--- src/rtl/fetch_unit.sv ---
// Program counter and run/halt sequencer for the 9-bit core; one instruction per cycle.
// All outputs registered; PC update follows decoder controls sampled at the cycle's closing edge.
module fetch_unit #(
  parameter int PC_W  = 10,
  parameter int CNT_W = 16
) (
  input  logic             Clk,
  input  logic             Reset,
  input  logic             Start,
  input  logic [PC_W-1:0]  StartAddr,
  input  logic             BranchEn,
  input  logic             BranchOnFlag,
  input  logic             Done,
  input  logic             Zero,
  input  logic [PC_W-1:0]  BranchTarget,
  output logic [PC_W-1:0]  ProgCtr,
  output logic             Running,
  output logic             Ack,
  output logic [CNT_W-1:0] CycleCount,
  output logic [CNT_W-1:0] BranchCount
);

  typedef enum logic [1:0] {
    S_IDLE = 2'd0,
    S_RUN  = 2'd1,
    S_HALT = 2'd2
  } state_t;

  state_t           state_q;
  logic [PC_W-1:0]  pc_q;
  logic [CNT_W-1:0] cyc_q;
  logic [CNT_W-1:0] br_q;
  logic             running_q;
  logic             ack_q;

  logic [PC_W-1:0]  pc_inc_d;
  logic [CNT_W-1:0] cyc_inc_d;
  logic [CNT_W-1:0] br_inc_d;
  logic             taken_d;

  // PC wraps naturally at 2^PC_W; counters stick at all-ones.
  assign pc_inc_d  = pc_q + PC_W'(1);
  assign cyc_inc_d = (&cyc_q) ? cyc_q : cyc_q + CNT_W'(1);
  assign br_inc_d  = (&br_q)  ? br_q  : br_q  + CNT_W'(1);
  assign taken_d   = BranchEn && (Zero == BranchOnFlag);

  always_ff @(posedge Clk) begin
    if (Reset) begin
      state_q   <= S_IDLE;
      pc_q      <= '0;
      cyc_q     <= '0;
      br_q      <= '0;
      running_q <= 1'b0;
      ack_q     <= 1'b0;
    end else begin
      unique case (state_q)
        S_IDLE, S_HALT: begin
          if (Start) begin
            state_q   <= S_RUN;
            pc_q      <= StartAddr;
            cyc_q     <= '0;
            br_q      <= '0;
            running_q <= 1'b1;
            ack_q     <= 1'b0;
          end
        end
        S_RUN: begin
          cyc_q <= cyc_inc_d;
          // Halt outranks a branch decoded in the same instruction.
          if (Done) begin
            state_q   <= S_HALT;
            running_q <= 1'b0;
            ack_q     <= 1'b1;
          end else if (taken_d) begin
            pc_q <= BranchTarget;
            br_q <= br_inc_d;
          end else begin
            pc_q <= pc_inc_d;
          end
        end
        default: begin
          state_q   <= S_IDLE;
          running_q <= 1'b0;
          ack_q     <= 1'b0;
        end
      endcase
    end
  end

  assign ProgCtr     = pc_q;
  assign Running     = running_q;
  assign Ack         = ack_q;
  assign CycleCount  = cyc_q;
  assign BranchCount = br_q;

endmodule

--- config.mk ---
export PLATFORM = sky130hd
export DESIGN_NAME = fetch_unit
export DESIGN_NICKNAME = d
export VERILOG_FILES = /design/src/rtl/fetch_unit.sv
export SDC_FILE = /design/constraint.sdc
export NUM_CORES = 1
export LEC_CHECK = 0
export BUFFER_PORTS_ARGS = -buffer_cell sky130_fd_sc_hd__buf_4
export CORE_MARGIN = 5
export CORE_UTILIZATION = 25
export CTS_CLUSTER_DIAMETER = 200
export DETAILED_ROUTE_END_ITERATION = 10
export SYNTH_ARGS = -nofsm -noshare
export SYNTH_HDL_FRONTEND = slang
export SYNTH_SLANG_ARGS = --single-unit
--- constraint.sdc ---
create_clock -name Clk -period 1.9 [get_ports Clk]
set_clock_uncertainty 0.2 [all_clocks]
set_input_delay 0.285 -clock Clk [delete_from_list [all_inputs] [get_ports Clk]]
set_output_delay 0.285 -clock Clk [all_outputs]
set_load 0.03 [all_outputs]
# Word-level counts from Yosys, hierarchy flattened
# Cells that the tools add are included.
[classes] addsub=3 eq_ne=9 muxes=20 n_reduce_logical=10
[op_table] operator="two-way mux 16 bit" count=5
[op_table] operator="case mux 16 bit (2 select lines)" count=2
[op_table] operator="adder 16 x 1 -> 16 bit, second input constant" count=2
[op_table] operator="AND reduction 16 bit" count=2
[op_table] operator="two-way mux 10 bit" count=3
[op_table] operator="case mux 10 bit (2 select lines)" count=1
[op_table] operator="inequality test 2 bit, second input constant" count=6
[op_table] operator="adder 10 x 1 -> 10 bit, second input constant" count=1
[op_table] operator="AND reduction 3 bit" count=2
[op_table] operator="AND reduction 5 bit" count=1
[op_table] operator="two-way mux 1 bit" count=4
[op_table] operator="two-way mux 2 bit" count=2
[op_table] operator="case mux 1 bit (2 select lines)" count=2
[op_table] operator="case mux 2 bit (2 select lines)" count=1
[op_table] operator="== test 2 x 1 -> 1 bit, second input constant" count=1
[op_table] operator="== test 2 bit, second input constant" count=1
[op_table] operator="logical NOT 2 bit" count=1
[op_table] operator="AND reduction 2 bit" count=1
[op_table] operator="nonzero test 2 bit" count=1
[op_table] operator="OR reduction 2 bit" count=1
[op_table] operator="== test 1 bit" count=1
[op_table] operator="logical AND 1 bit" count=1
[word_totals] register_bits=46 output_inout_bits=44 word_cells=48

# Depth between registers and ports, before layout
[logic_depth] depth_word=5 depth_mapped=8 ltp_nobuf=6

# Least setup slack after synthesis
# No wires, ideal clock.
[synth_timing] kind="register to register" from="register cyc_q[0], in the netlist CycleCount[0]" to="register cyc_q[1], in the netlist CycleCount[1]" setup_ps=127 arrival_time_ps=1834 required_ps=1573 path_slack_ps=-261 stages_incl_launch_ff=9 path_buffers=2 period_less_slack_ps=2161 cell_sequence="dfxtp_1 > ha_1 > and4_1 > and4_1 > clkbuf_1 > buf_2 > nand2_1 > a32oi_1 > nor2_1"
[synth_between] elab_chain_cells=3 word_cells_on_any_way=6 classes_between="add/sub: 1; eq/ne: 1; mux: 2; reduce/logical: 2"
[synth_rtl] item="start, declared" line_no="31" rtl="logic [CNT_W-1:0] cyc_q;"
[synth_rtl] item="start signal, assigned" line_no="68" rtl="cyc_q <= cyc_inc_d;"
[synth_rtl] item="adder 16 x 1 -> 16 bit or AND reduction 16 bit (tied branches)" line_no="43" rtl="assign cyc_inc_d = (&cyc_q) ? cyc_q : cyc_q + CNT_W'(1);"
[synth_rtl] item="two-way mux 16 bit or inequality test 2 bit (tied branches)"
[synth_rtl] item="case mux 16 bit (2 select lines) or AND reduction 3 bit (tied branches)"
# Parallel ways exist; a longest one is shown, timed or not. The select of a mux whose other input is x is not followed.
# A chain may end at the register's enable or synchronous reset.

# Worst setup path in the final report
[layout_timing] from="register cyc_q[1], in the netlist CycleCount[1]" to="register cyc_q[9], in the netlist CycleCount[9]"
# The elaborated chain is that of the path after synthesis.

==> impl_metrics.env <==
export IMPL_fp_dieArea_mm2=0.0120
export IMPL_cts_made_buffers=5
export IMPL_clock_sinks=45
export IMPL_worstMarginPinSlew_ns=0.531
export IMPL_ant_nets=0
export IMPL_crit_type="reg -> reg"
export IMPL_grt_use_total_pct=12.3
export IMPL_grt_pass1_wl_um=12000
export IMPL_clock_power_share_pct=32.5
export IMPL_nets=450
export IMPL_final_common_cell="buf_4"
export IMPL_wire_per_inst_um=13.8
export IMPL_syn_inst=300
export IMPL_synth_simple_area_share_pct=26.2
export IMPL_clock_latency_ns=0.30
export IMPL_area_growth_pct=55.9
export IMPL_fin_area_mm2=0.00386
export IMPL_port_buffers=70
export IMPL_final_cell_mix="buf_4 (126), nor2_1 (29), nand2_1 (28)"
export IMPL_path_clk_slew_ns=0.09
export IMPL_p_seq_share_pct=47.7
export IMPL_hold_path_cell_count=2
export IMPL_ctsLongestPathBuffers=2
export IMPL_worstReg2RegStart="CycleCount[1]$_SDFFE_PP0P_"
export IMPL_worst_r2r_setup_slack_ns=0.03
export IMPL_num_vias=2680
export IMPL_netlist_area_mm2=0.00247
export IMPL_drt_pass1_iterations=4
export IMPL_synth_top_family_by_area="simple AND/OR/NAND/NOR gates"
export IMPL_power_switching_uw=605
export IMPL_io_pins=71
export IMPL_overflow=0
export IMPL_gp_congestion=0.818
export IMPL_holdBufCountCts=0
export IMPL_synthXorXnorAreaFrac_pct=8.49
export IMPL_core_rowCount=36
export IMPL_rsz0062_at_grt="true"
export IMPL_wl_um=7660
export IMPL_post_route_period_util_pct=98.6
export IMPL_synth_mux_area_share_pct=2.02
export IMPL_finalMaxSlewViolations=0
export IMPL_antenna_found_initial=0
export IMPL_hpwlAfterDp_um=5680
export IMPL_drive_gt1_share_pct=45.6
export IMPL_h_tree_depth=2
export IMPL_cp_data_arrival_time_ns=1.85
export IMPL_cts_tree="done"
export IMPL_max_slew_margin_rel_pct=64.3
export IMPL_drcViolationCount=0
export IMPL_synth_compound_area_share_pct=21.9
export IMPL_status="finished clean"
export IMPL_synth_nets=330
export IMPL_diodes=0
export IMPL_setup_viol_count_final=0
export IMPL_maxCapViolCount=0
export IMPL_chipHeight_um=109
export IMPL_finalPower_uw=2100
export IMPL_multi_input_comb_area_mm2=0.00166
export IMPL_critPathCaptureType="register"
export IMPL_hp_start="Reset"
export IMPL_vdd_drop_max_mv=0.283
export IMPL_hp_class="in -> reg"
export IMPL_cts_root_buffer="clkbuf_8"
export IMPL_grt_max_degree=29
export IMPL_synthAdderAreaFrac_pct=1.52
export IMPL_combPwrFrac_pct=19.8
export IMPL_fill_cells=1017
export IMPL_seq_area_frac_synth_pct=36.4
export IMPL_p_leak_uw=0.00152
export IMPL_start_util_pct=25.4
export IMPL_core_mm2=0.00973
export IMPL_setup_slack_ns=0.0262
export IMPL_fmax_ghz=0.534
export IMPL_reg2regPathDepth=7
export IMPL_final_core_util_pct=39.7
export IMPL_avgSynthCellArea_um2=8.25
export IMPL_cp_max_fo=8
export IMPL_register_area_um2=947
export IMPL_p_sw_share_pct=28.8
export IMPL_required_ns=1.87
export IMPL_r2r_end="CycleCount[9]$_SDFFE_PP0P_"
export IMPL_hold_violations=0
export IMPL_ys_ff_latch=45
export IMPL_viasPerCell=4.84
export IMPL_period_minus_slack_ns=1.87
export IMPL_power_density_mw_per_mm2=544
export IMPL_place_ws_ns=-0.0398
export IMPL_intPower_uw=1490
export IMPL_die_x_um=109
export IMPL_postPlaceCellArea_mm2=0.00357
export IMPL_hold_path_end="ProgCtr[2]$_SDFFE_PP0P_"
export IMPL_worstSetupStartpointType="register"
export IMPL_drt_iter0_markers=110
export IMPL_ys_warnings_count=0
export IMPL_ys_types=47
export IMPL_grt_pass1_vias=2508
## what timing repair did
item	CTS	global route
buffers inserted	0	11
pin swaps	0	16
setup endpoints to repair	10	20
resized for setup	4	23
gates cloned	0	1
## stage by stage
| step | hold WS, ns | TNS (ns) | std cells |
|---|---|---|---|
| final | 0.0439 | 0 | 554 |
| after detailed placement | 0.285 | -0.222 | 534 |
| after global routing | 0.0358 | -0.187 | 554 |
| after global placement | 0.277 | -0.0818 | 534 |
| after floorplan | 0.247 | -0.0191 | 300 |
| after CTS | 0.0373 | -0.0247 | 542 |
## cell families (layout without fill, tap and decap cells)
| group | count (synthesis) | after routing |
|---|---|---|
| simple gates | 124 | 125 |
| compound gates | 80 | 80 |
| flops | 45 | 45 |
| xor+xnor | 24 | 24 |
| buf+inv | 19 | 139 |
| mux | 5 | 5 |
| fa+ha+maj | 3 | 3 |
## critical path: stages, from the launching register on
cell       delay, ns
dfxtp_4         0.36
ha_4            0.15
and4_1          0.15
and4_4          0.20
buf_8           0.13
a2111oi_4       0.35
xnor2_1         0.15
nor2_1          0.06
## flip-flops by register name, summed over array words and instances, names as in the netlist
name	cells
state_q	1
ProgCtr	10
CycleCount	16
Running	1
Ack	1
BranchCount	16
## routing by layer
layer	track usage (%)	up-vias	wire [µm]
met5	0	-	0
met2	20.1	53	3680
li1	-	1345	-
met3	3.29	6	430
met4	3.03	0	66
met1	16.0	1276	3490
## synthesized netlist by cell type, drive strengths merged
cell type	number	area [µm²]
a2111oi	2	23.8
a211o	2	17.5
a211oi	7	52.6
a21o	2	15.0
a21oi	27	135
a22oi	1	7.51
a311oi	1	8.76
a31o	1	8.76
a32oi	1	8.76
and2	1	6.26
and2b	1	7.51
and3	10	67.6
and4	3	26.3
buf	5	33.8
clkbuf	10	37.5
dfxtp	45	901
ha	3	37.5
inv	4	15.0
mux2i	5	50.1
nand2	30	113
nand2b	2	15.0
nand3	11	55.1
nand4	9	68.8
nor2	31	116
nor2b	1	6.26
nor3	4	20.0
nor4	3	18.8
o211a	2	20.0
o211ai	4	30.0
o21a	1	7.51
o21ai	14	81.3
o221a	3	33.8
o22a	1	8.76
o31ai	11	82.6
or2	3	18.8
or3	3	18.8
or4	12	90.1
xnor2	19	166
xor2	5	43.8
## area by class of cell
class                      count  area share, %
multi-input combinational    237           43.1
timing repair buffer         127           24.9
sequential                    45           24.5
tap                          133           4.31
clock buffer                   7           2.53
inverter                       4          0.389
clock inverter                 1          0.227
## power by group through the flow
stage | Combinational (µW) | Sequential (µW) | Clock, µW
floorplan | 162 | 1080 | 0
global placement | 400 | 1020 | 0
detailed placement | 403 | 1030 | 0
CTS | 406 | 1000 | 721
global route | 453 | 1010 | 751
finish | 416 | 1000 | 682
## how the worst max path moves through the flow
| stage | slack [ns] | end | startpoint | cells past startpoint |
|---|---|---|---|---|
| detailed placement | -0.04 | ProgCtr[1]$_SDFFE_PP0P_ | BranchOnFlag | 7 |
| floorplan | -0.02 | CycleCount[11]$_SDFFE_PP0P_ | CycleCount[0]$_SDFFE_PP0P_ | 8 |
| global route | -0.04 | CycleCount[9]$_SDFFE_PP0P_ | CycleCount[1]$_SDFFE_PP0P_ | 7 |
| finish | 0.03 | CycleCount[9]$_SDFFE_PP0P_ | CycleCount[1]$_SDFFE_PP0P_ | 7 |
| CTS | -0.02 | CycleCount[9]$_SDFFE_PP0P_ | CycleCount[0]$_SDFFE_PP0P_ | 7 |
| global placement | -0.06 | ProgCtr[1]$_SDFFE_PP0P_ | BranchOnFlag | 7 |
No activity file was read; power rests on OpenSTA's default activity.
